`config.mk`:
```
export PLATFORM = sky130hd
export DESIGN_NAME = uart_frame_scheduler
export DESIGN_NICKNAME = d
export VERILOG_FILES = /design/src/rtl/uart_frame_scheduler_pkg.sv /design/src/rtl/uart_frame_scheduler_frame_slot_bank.sv /design/src/rtl/uart_frame_scheduler.sv
export SDC_FILE = /design/constraint.sdc
export NUM_CORES = 1
export LEC_CHECK = 0
export ABC_AREA = 0
export BUFFER_PORTS_ARGS = -buffer_cell sky130_fd_sc_hd__clkbuf_2
export CAP_MARGIN = 20
export CORE_ASPECT_RATIO = 0.8
export CORE_MARGIN = 1.5
export CORE_UTILIZATION = 50
export CTS_CLUSTER_SIZE = 10
export DETAILED_ROUTE_END_ITERATION = 10
export PLACE_DENSITY = 0.86
export REMOVE_ABC_BUFFERS = 1
export SYNTH_ARGS = -nofsm -noshare
export SYNTH_HDL_FRONTEND = slang
export SYNTH_SLANG_ARGS = --single-unit
```
`constraint.sdc`:
```
create_clock -name clk -period 2.4 [get_ports clk]
set_input_delay 0.12 -clock clk [delete_from_list [all_inputs] [get_ports clk]]
set_output_delay 0.12 -clock clk [all_outputs]
set_load 0.005 [all_outputs]
```
`src/rtl/uart_frame_scheduler_pkg.sv`:
```
// Shared definitions for the UART frame scheduler: state encodings,
// the commit id and default timing derived from the 24 MHz system clock.
package uart_frame_scheduler_pkg;

  // System clock after the HFOSC/2 divider.
  localparam int CLK_HZ = 24_000_000;

  localparam int NUM_MODULES_DEFAULT    = 9;
  localparam int COMMIT_ID_DEFAULT      = 15;
  localparam int SETTLE_CYCLES_DEFAULT  = 2;
  // 1 ms budget for every launched transmitter to finish its byte.
  localparam int TIMEOUT_CYCLES_DEFAULT = CLK_HZ / 1000;
  // 1 us shoot pulse.
  localparam int SHOOT_CYCLES_DEFAULT   = CLK_HZ / 1_000_000;
  // 2 us dead time before the next frame is accepted.
  localparam int GUARD_CYCLES_DEFAULT   = 2 * SHOOT_CYCLES_DEFAULT;

  typedef enum logic [2:0] {
    COLLECT   = 3'd0,
    DISPATCH  = 3'd1,
    SETTLE    = 3'd2,
    WAIT_DONE = 3'd3,
    SHOOT     = 3'd4,
    GUARD     = 3'd5
  } sched_state_t;

  // Largest of three cycle counts, used to size the shared down-counter.
  function automatic int max3(input int a, input int b, input int c);
    int m;
    m = a;
    if (b > m) m = b;
    if (c > m) m = c;
    return m;
  endfunction

endpackage

```
`src/rtl/uart_frame_scheduler_frame_slot_bank.sv`:
```
// Per-slot transistor code registers and the loaded-slot mask, plus the
// decode/validation of incoming (uart_id, sin_index) words.
module frame_slot_bank
  import uart_frame_scheduler_pkg::*;
#(
  parameter int NUM_MODULES = NUM_MODULES_DEFAULT,
  parameter int COMMIT_ID   = COMMIT_ID_DEFAULT
) (
  input  logic                     clk,
  input  logic                     reset,
  input  logic                     write_en,
  input  logic                     clear_mask,
  input  logic [3:0]               uart_id,
  input  logic [11:0]              sin_index,
  output logic [8*NUM_MODULES-1:0] slot_bytes,
  output logic [NUM_MODULES-1:0]   loaded_mask,
  output logic [NUM_MODULES-1:0]   mask_after,
  output logic                     slot_write,
  output logic                     commit_req,
  output logic                     bad_word
);

  logic [NUM_MODULES-1:0] slot_sel;
  logic                   payload_ok;

  // Decode the target slot, classify the word and preview the mask as it
  // would look after this word is stored, so the FSM can auto-commit.
  always_comb begin
    slot_sel = '0;
    for (int k = 0; k < NUM_MODULES; k++) begin
      slot_sel[k] = (uart_id == 4'(k + 1));
    end
    payload_ok = (sin_index[11:8] == 4'h0);
    commit_req = (uart_id == 4'(COMMIT_ID));
    slot_write = (|slot_sel) && payload_ok;
    bad_word   = !commit_req && !slot_write;
    mask_after = slot_write ? (loaded_mask | slot_sel) : loaded_mask;
  end

  // Store the byte of a valid slot word and mark the slot loaded; a slot
  // that is written twice simply keeps the latest byte.
  always_ff @(posedge clk) begin
    if (reset) begin
      slot_bytes  <= '0;
      loaded_mask <= '0;
    end else if (clear_mask) begin
      loaded_mask <= '0;
    end else if (write_en && slot_write) begin
      for (int k = 0; k < NUM_MODULES; k++) begin
        if (slot_sel[k]) begin
          slot_bytes[8*k +: 8] <= sin_index[7:0];
        end
      end
      loaded_mask <= mask_after;
    end
  end

endmodule

```
`src/rtl/uart_frame_scheduler.sv`:
```
// Sequences one inverter switching step: collects per-module codes, launches
// all loaded UARTs together, waits for them to drain, then fires shoot.
module uart_frame_scheduler
  import uart_frame_scheduler_pkg::*;
#(
  parameter int NUM_MODULES    = NUM_MODULES_DEFAULT,
  parameter int COMMIT_ID      = COMMIT_ID_DEFAULT,
  parameter int SETTLE_CYCLES  = SETTLE_CYCLES_DEFAULT,
  parameter int TIMEOUT_CYCLES = TIMEOUT_CYCLES_DEFAULT,
  parameter int SHOOT_CYCLES   = SHOOT_CYCLES_DEFAULT,
  parameter int GUARD_CYCLES   = GUARD_CYCLES_DEFAULT
) (
  input  logic                     clk,
  input  logic                     reset,
  input  logic                     enable,
  input  logic                     data_valid,
  input  logic [3:0]               uart_id,
  input  logic [11:0]              sin_index,
  output logic [NUM_MODULES-1:0]   start_tx,
  output logic [8*NUM_MODULES-1:0] data_to_tx,
  input  logic [NUM_MODULES-1:0]   tx_busy,
  output logic                     shoot,
  output logic                     busy,
  output logic                     err_bad_id,
  output logic                     err_timeout,
  output logic                     err_overrun
);

  localparam int CW = $clog2(max3(TIMEOUT_CYCLES, GUARD_CYCLES, SHOOT_CYCLES) + 1);

  // Each load value is "state length minus one" so that a state is left on
  // the cycle its counter reads zero. The settle window is measured from the
  // start_tx strobe, so the DISPATCH cycle itself is part of it.
  localparam logic [CW-1:0] SETTLE_LOAD  = CW'((SETTLE_CYCLES > 1) ? SETTLE_CYCLES - 2 : 0);
  localparam logic [CW-1:0] TIMEOUT_LOAD = CW'((TIMEOUT_CYCLES > 0) ? TIMEOUT_CYCLES - 1 : 0);
  localparam logic [CW-1:0] SHOOT_LOAD   = CW'((SHOOT_CYCLES > 0) ? SHOOT_CYCLES - 1 : 0);
  localparam logic [CW-1:0] GUARD_LOAD   = CW'((GUARD_CYCLES > 0) ? GUARD_CYCLES - 1 : 0);
  localparam bit            HAS_SETTLE   = (SETTLE_CYCLES > 1);

  sched_state_t           state;
  logic [CW-1:0]          cnt;
  logic [NUM_MODULES-1:0] loaded_mask;
  logic [NUM_MODULES-1:0] mask_after;
  logic                   slot_write;
  logic                   commit_req;
  logic                   bad_word;
  logic                   write_en;
  logic                   clear_mask;
  logic                   tx_pending;
  logic                   cnt_done;

  // Words are only stored while collecting with the scheduler enabled; the
  // mask empties whenever the FSM heads back to COLLECT.
  always_comb begin
    cnt_done   = (cnt == '0);
    tx_pending = |(tx_busy & loaded_mask);
    write_en   = enable && data_valid && (state == COLLECT);
    clear_mask = !enable
              || ((state == GUARD) && cnt_done)
              || ((state == WAIT_DONE) && tx_pending && cnt_done);
  end

  frame_slot_bank #(
    .NUM_MODULES (NUM_MODULES),
    .COMMIT_ID   (COMMIT_ID)
  ) u_slot_bank (
    .clk         (clk),
    .reset       (reset),
    .write_en    (write_en),
    .clear_mask  (clear_mask),
    .uart_id     (uart_id),
    .sin_index   (sin_index),
    .slot_bytes  (data_to_tx),
    .loaded_mask (loaded_mask),
    .mask_after  (mask_after),
    .slot_write  (slot_write),
    .commit_req  (commit_req),
    .bad_word    (bad_word)
  );

  // Frame sequencer with the shared saturating down-counter; every output
  // is a register updated alongside the state so nothing glitches.
  always_ff @(posedge clk) begin
    if (reset) begin
      state       <= COLLECT;
      cnt         <= '0;
      start_tx    <= '0;
      shoot       <= 1'b0;
      busy        <= 1'b0;
      err_bad_id  <= 1'b0;
      err_timeout <= 1'b0;
      err_overrun <= 1'b0;
    end else if (!enable) begin
      state       <= COLLECT;
      cnt         <= '0;
      start_tx    <= '0;
      shoot       <= 1'b0;
      busy        <= 1'b0;
      err_bad_id  <= 1'b0;
      err_timeout <= 1'b0;
    end else begin
      start_tx    <= '0;
      err_bad_id  <= 1'b0;
      err_timeout <= 1'b0;
      if (data_valid && busy) begin
        err_overrun <= 1'b1;
      end
      case (state)
        COLLECT: begin
          if (data_valid) begin
            if (slot_write) begin
              if (&mask_after) begin
                state    <= DISPATCH;
                start_tx <= mask_after;
                busy     <= 1'b1;
              end
            end else if (commit_req) begin
              if (|loaded_mask) begin
                state    <= DISPATCH;
                start_tx <= loaded_mask;
                busy     <= 1'b1;
              end
            end else if (bad_word) begin
              err_bad_id <= 1'b1;
            end
          end
        end
        DISPATCH: begin
          if (HAS_SETTLE) begin
            state <= SETTLE;
            cnt   <= SETTLE_LOAD;
          end else begin
            state <= WAIT_DONE;
            cnt   <= TIMEOUT_LOAD;
          end
        end
        SETTLE: begin
          if (cnt_done) begin
            state <= WAIT_DONE;
            cnt   <= TIMEOUT_LOAD;
          end else begin
            cnt <= cnt - 1'b1;
          end
        end
        WAIT_DONE: begin
          if (!tx_pending) begin
            state <= SHOOT;
            shoot <= 1'b1;
            cnt   <= SHOOT_LOAD;
          end else if (cnt_done) begin
            state       <= COLLECT;
            busy        <= 1'b0;
            err_timeout <= 1'b1;
            cnt         <= '0;
          end else begin
            cnt <= cnt - 1'b1;
          end
        end
        SHOOT: begin
          if (cnt_done) begin
            state <= GUARD;
            shoot <= 1'b0;
            cnt   <= GUARD_LOAD;
          end else begin
            cnt <= cnt - 1'b1;
          end
        end
        GUARD: begin
          if (cnt_done) begin
            state <= COLLECT;
            busy  <= 1'b0;
          end else begin
            cnt <= cnt - 1'b1;
          end
        end
        default: begin
          state <= COLLECT;
          busy  <= 1'b0;
          shoot <= 1'b0;
          cnt   <= '0;
        end
      endcase
    end
  end

endmodule
```
# --- Word level (Yosys, flattened, before mapping) ---
# Cells that the tools add are included.
# W data, S select, Z words.
word_totals:
  wordCells: 129
  input_bits: 29
  reg_bits: 113
op_classes:
  bitwise_logic: 10
  n_reduce_logical: 42
  add_sub_neg: 1
  n_eq_ne: 24
  muxes: 34
ops:
  columns: ["op", "n"]
  rows:
  - ["$mux W15", 5]
  - ["$pmux W15 S5", 1]
  - ["$mux W9", 5]
  - ["$reduce_and A3 Y1", 10]
  - ["$mux W3", 9]
  - ["$reduce_or A9 Y1", 3]
  - ["$pmux W3 S6", 1]
  - ["$eq A4 B3 Y1 const B", 4]
  - ["$logic_not A15 Y1", 1]
  - ["$sub A15 B1 Y15 const B", 1]
  - ["$eq A4 B4 Y1 const B", 3]
  - ["$ne A2 B2 Y1 const B", 6]
  - ["$reduce_and A6 Y1", 2]
  - ["$reduce_or A4 Y1", 3]
  - ["$mux W1", 11]
  - ["$and A9 B9 Y9", 1]
  - ["$logic_and A1 B1 Y1", 9]
  - ["$or A9 B9 Y9", 1]
  - ["$reduce_and A9 Y1", 1]
  - ["$eq A4 B2 Y1 const B", 2]
  - ["$not A1 Y1", 8]
  - ["$eq A3 B2 Y1 const B", 2]
  - ["$eq A3 B3 Y1 const B", 2]
  - ["$reduce_or A6 Y1", 1]
  - ["other kinds (14)", 19]

# --- Logic depth before layout (Yosys ltp) ---
logic_depth:
  depth_word: 9
  mapped_depth: 9
  ltp_nobuf: 8

# --- Modules after synthesis ---
# Synthesis repeated with hierarchy kept, for this count alone.
hier_totals:
  hier_cells: 583
  hier_area_um2: 5392.7
by_module_without_submodules:
  columns: ["mod", "seq_area_each_um2", "n_inst", "area_per_inst_um2", "cells_each"]
  rows:
  - ["frame_slot_bank", 1621.6, 1, 3507.1, 335]
  - ["uart_frame_scheduler", 640.6, 1, 1885.6, 248]

# --- Worst setup path before layout ---
# No wires, ideal clock.
synth_timing:
  path_kind: "register to register"
  startpoint: "register cnt[0]"
  endpoint: "register cnt[10]"
  path_slack_ns: 0.439
  synth_period_minus_slack_ns: 1.961
  path_stages_with_launch: 10
  required_ns: 2.305
  arrival_ns: 1.866
  cell_sequence: "dfxtp_1 > inv_1 > ha_1 > nor4b_4 > nand4_1 > o21ai_0 > a21oi_1 > clkbuf_1 > o21ai_0 > a221oi_1"
synth_via:
  elab_chain_cells: 4
  word_cells_on_any_way: 10
  classes_between: "1 x add/sub; 1 x eq/ne; 6 x mux; 2 x reduce/logical"
synth_lines:
  columns: ["element", "line_no", "source"]
  rows:
  - ["start, declared", "uart_frame_scheduler.sv:41", "logic [CW-1:0] cnt;"]
  - ["start signal, assigned", "uart_frame_scheduler.sv:142", "cnt <= cnt - 1'b1;"]
  - ["start signal, assigned", "uart_frame_scheduler.sv:156", "cnt <= cnt - 1'b1;"]
  - ["start signal, assigned", "uart_frame_scheduler.sv:165", "cnt <= cnt - 1'b1;"]
  - ["$sub A15 B1 Y15 or $logic_not A15 Y1 (tied branches)", null, null]
  - ["$mux W15", "uart_frame_scheduler.sv:150", "end else if (cnt_done) begin"]
  - ["$mux W15", "uart_frame_scheduler.sv:146", "if (!tx_pending) begin"]
  - ["$pmux W15 S5", "uart_frame_scheduler.sv:108", "case (state)"]
# Several ways; a longest one is shown, not always the timed one. The select of a mux whose other input is x is not followed.
# A chain may end at the register's enable or synchronous reset.

# --- Final worst setup path ---
layout_timing:
  startpoint: "register cnt[0]"
  endpoint: "register cnt[6]"
# Same word-level chain as after synthesis.

==> results.json <==
{
  "core_area_um2": 9231,
  "root_buffer": "clkbuf_16",
  "rrSetupSlack_ns": 0.17,
  "cp.arrival_ns": 2.57,
  "grt_pass1_vias": 4251,
  "routed_via_density": 5.782,
  "min_path_type": "input pin to register",
  "n_fill_cell": 720,
  "ctsLongestPathBuffers": 2,
  "antenna_found_initial": 0,
  "clkTransAtPathRegs_ns": 0.05,
  "fin_area_um2": 6177,
  "ys_seq_area_share_pct": 46.60,
  "startpoint": "cnt[0]",
  "leakage_nw": 2.972,
  "relSlewSlack_pct": 49.15,
  "crit_type": "register to register",
  "skew_ns": 0.01074,
  "reg2reg_to": "cnt[6]",
  "num_rows": 31,
  "nets": 691,
  "synthDistinctLibCells": 56,
  "worst_slew_pin_slew_ns": 0.7558,
  "areaGrowthSynthToFinish_pct": 27.24,
  "finalHoldViolCount": 0,
  "status": "completed",
  "drt-pass1-iter-count": 5,
  "synth_area_per_cell_um2": 8.924,
  "drcViolationCount": 0,
  "synthFlopType": "dfxtp_1",
  "fin_crit_sh_pct": 93.01,
  "wl_per_cell_um": 17.30,
  "post-cts-setup-buffer-count": 0,
  "die_w_um": 113.2,
  "ir_drop_v": 0.0006754,
  "tritoncts": "yes",
  "worstReg2RegStart": "cnt[0]",
  "fmax_mhz": 448.0,
  "postCtsHoldBufs": 0,
  "power_density_nw_per_um2": 745.0,
  "cts.sinks": 113,
  "post-route-util_pct": 66.92,
  "yosys.area.top_type_share_pct": 46.60,
  "yosysWarnings": 0,
  "grt_max_degree": 74,
  "cp.required_ns": 2.74,
  "synth_edf_count": 0,
  "async_flop_share_pct": 0,
  "drtIter0Drc": 462,
  "finalMaxSlewViolations": 0,
  "fin_crit_ns": 2.232,
  "ant_nets": 0,
  "grt-ovfl-total": 0,
  "setup.worst_path.end": "cnt[6]",
  "dp_hpwl_um": 9311,
  "final-setup-viol-count": 0,
  "clk_latency_ns": 0.41,
  "antenna_cells": 0,
  "cts_resized": 0,
  "h-tree-depth": 4,
  "grt_pass1_wl_um": 21390,
  "rsz0062_at_grt": "false",
  "drive_above_1_share_pct": 25.52,
  "start_kind": "register",
  "port_buffers": 114,
  "start_util_pct": 52.59,
  "path_cells": "inv_1, ha_1, nor4b_4, nand4_1, nor2_1, o31ai_1, nand3_1, o22ai_1",
  "critPathMaxFanout": 5,
  "synth_top_cell_by_area": "dfxtp_1",
  "fp.dieArea_um2": 10310,
  "netlist_instances": 544,
  "fin_setup_tns_ns": 0,
  "reg2reg_depth": 8,
  "synthesis.area_um2": 4855,
  "cap_violations": 0,
  "critPathSlowestCell": "o31ai_1",
  "wirelength_um": 13650,
  "synth.area.top_cells": "dfxtp_1 (47%), mux2i_1 (15%), nor2_1 (7.7%)",
  "synth_seq_cells": 113,
  "slowest_delay_ns": 0.59,
  "placed_area_um2": 5564,
  "routabilityCongestion": 0.9346,
  "die_y_um": 91.14,
  "numCtsBuffers": 17,
  "cp-end-kind": "register",
  "grt.total_usage_pct": 26.44,
  "ios": 115,
  "via_count": 4562
}
## registers in the layout (all words and copies together) (netlist names), 3 cells and up
| name | cells |
|---|---|
| cnt | 15 |
| start_tx | 9 |
| state | 3 |
| u_slot_bank.loaded_mask | 9 |
| u_slot_bank.slot_bytes | 72 |
## placed cells by master (no fill, tap or decap), types with 2 or more instances in the layout
cell type | synthesis | routed
a211oi_1 | 3 | 3
a21boi_0 | 9 | 9
a21o_1 | 3 | 3
a21oi_1 | 23 | 23
a221oi_1 | 6 | 6
a22oi_1 | 5 | 5
a31oi_1 | 7 | 7
and2_1 | 2 | 2
and3_1 | 8 | 8
and4_1 | 2 | 2
buf_4 | 3 | 19
bufinv_16 | 0 | 4
clkbuf_1 | 25 | 4
clkbuf_16 | 0 | 17
clkbuf_2 | 0 | 114
clkinv_2 | 0 | 3
clkinvlp_4 | 0 | 2
dfxtp_1 | 113 | 113
inv_1 | 22 | 22
mux2i_1 | 72 | 72
nand2_1 | 31 | 31
nand2_2 | 5 | 5
nand3_1 | 7 | 7
nand4_1 | 4 | 4
nor2_1 | 99 | 99
nor2b_1 | 6 | 6
nor3_1 | 11 | 11
nor3_2 | 2 | 2
nor3b_1 | 2 | 2
nor4_1 | 5 | 5
o21a_1 | 4 | 4
o21ai_0 | 23 | 23
o21bai_1 | 4 | 4
o22ai_1 | 3 | 3
o31ai_1 | 4 | 4
## cell type report
cell class	count	area (um2)	share of cell area [%]
clock buffers	22	454.2	7.353
clock inverters	10	158.9	2.572
inverters	22	82.58	1.337
multi-input cells	374	2362	38.24
flip-flops and latches	113	2262	36.62
well taps	115	143.9	2.329
repair buffers	133	713.2	11.55
## worst min-delay path by stage
stage	start	end	slack [ns]	depth (start not counted)
finish	data_valid	err_overrun	0.04	3
global route	data_valid	err_overrun	0.08	3
CTS	data_valid	err_overrun	0.03	3
detailed placement	data_valid	err_overrun	0.44	3
global placement	enable	err_overrun	0.44	3
floorplan	reset	err_overrun	0.19	1
## worst max-delay path: cells and delay by family, from the launching register on
kind | cells | cell delay (ns)
fa+ha+maj | 1 | 0.24
compound gates | 2 | 0.78
flops | 1 | 0.38
buf+inv | 1 | 0.08
simple gates | 4 | 0.67
## Yosys cell counts, types with 8 or more instances
cell type,count
dfxtp_1,113
nor2_1,99
mux2i_1,72
nand2_1,31
clkbuf_1,25
a21oi_1,23
o21ai_0,23
inv_1,22
nor3_1,11
a21boi_0,9
and3_1,8
## logic make-up (layout without fill, tap and decap cells)
group / count (synthesis) / after routing / share of synthesized area (%)
AO/OA/AOI/OAI: 103 / 103 / 13.84
XOR/XNOR: 2 / 2 / 0.3609
adder cells (fa/ha/maj): 1 / 1 / 0.2577
buffers and inverters: 57 / 187 / 4.742
flip-flops: 113 / 113 / 46.60
multiplexers: 72 / 72 / 14.85
AND/OR/NAND/NOR: 196 / 196 / 19.36
## per-stage QoR
step / worst slack (ns) / power [W] / hold WS, ns / std cells
after floorplan: 0.3743 / 0.001952 / 0.1924 / 509
after global placement: 0.3298 / 0.002030 / 0.4418 / 757
after detailed placement: 0.2110 / 0.002033 / 0.4437 / 757
after CTS: 0.2015 / 0.004609 / 0.03136 / 789
after global routing: 0.02441 / 0.004711 / 0.07742 / 789
final: 0.1677 / 0.004602 / 0.03856 / 789
## report_power, final
group / switching (W) / total [W] / leakage (nW) / internal, W
clock: 0.000847 / 0.00260 / 0.294 / 0.00176
combinational: 0.0000796 / 0.000117 / 1.77 / 0.0000376
sequential: 0.000000629 / 0.00188 / 0.910 / 0.00188
## per-layer routing
metal / wire [um] / up-vias / global-route usage (%) / part of all wire (%)
met2: 6365 / 213 / 41.87 / 47
li1: - / 2144 / - / -
met3: 1146 / 28 / 7.543 / 8.4
met4: 272 / 0 / 9.583 / 2.0
met5: 0 / - / 0 / 0
met1: 5867 / 2177 / 34.43 / 43
Power figures use the tool's default switching activity.
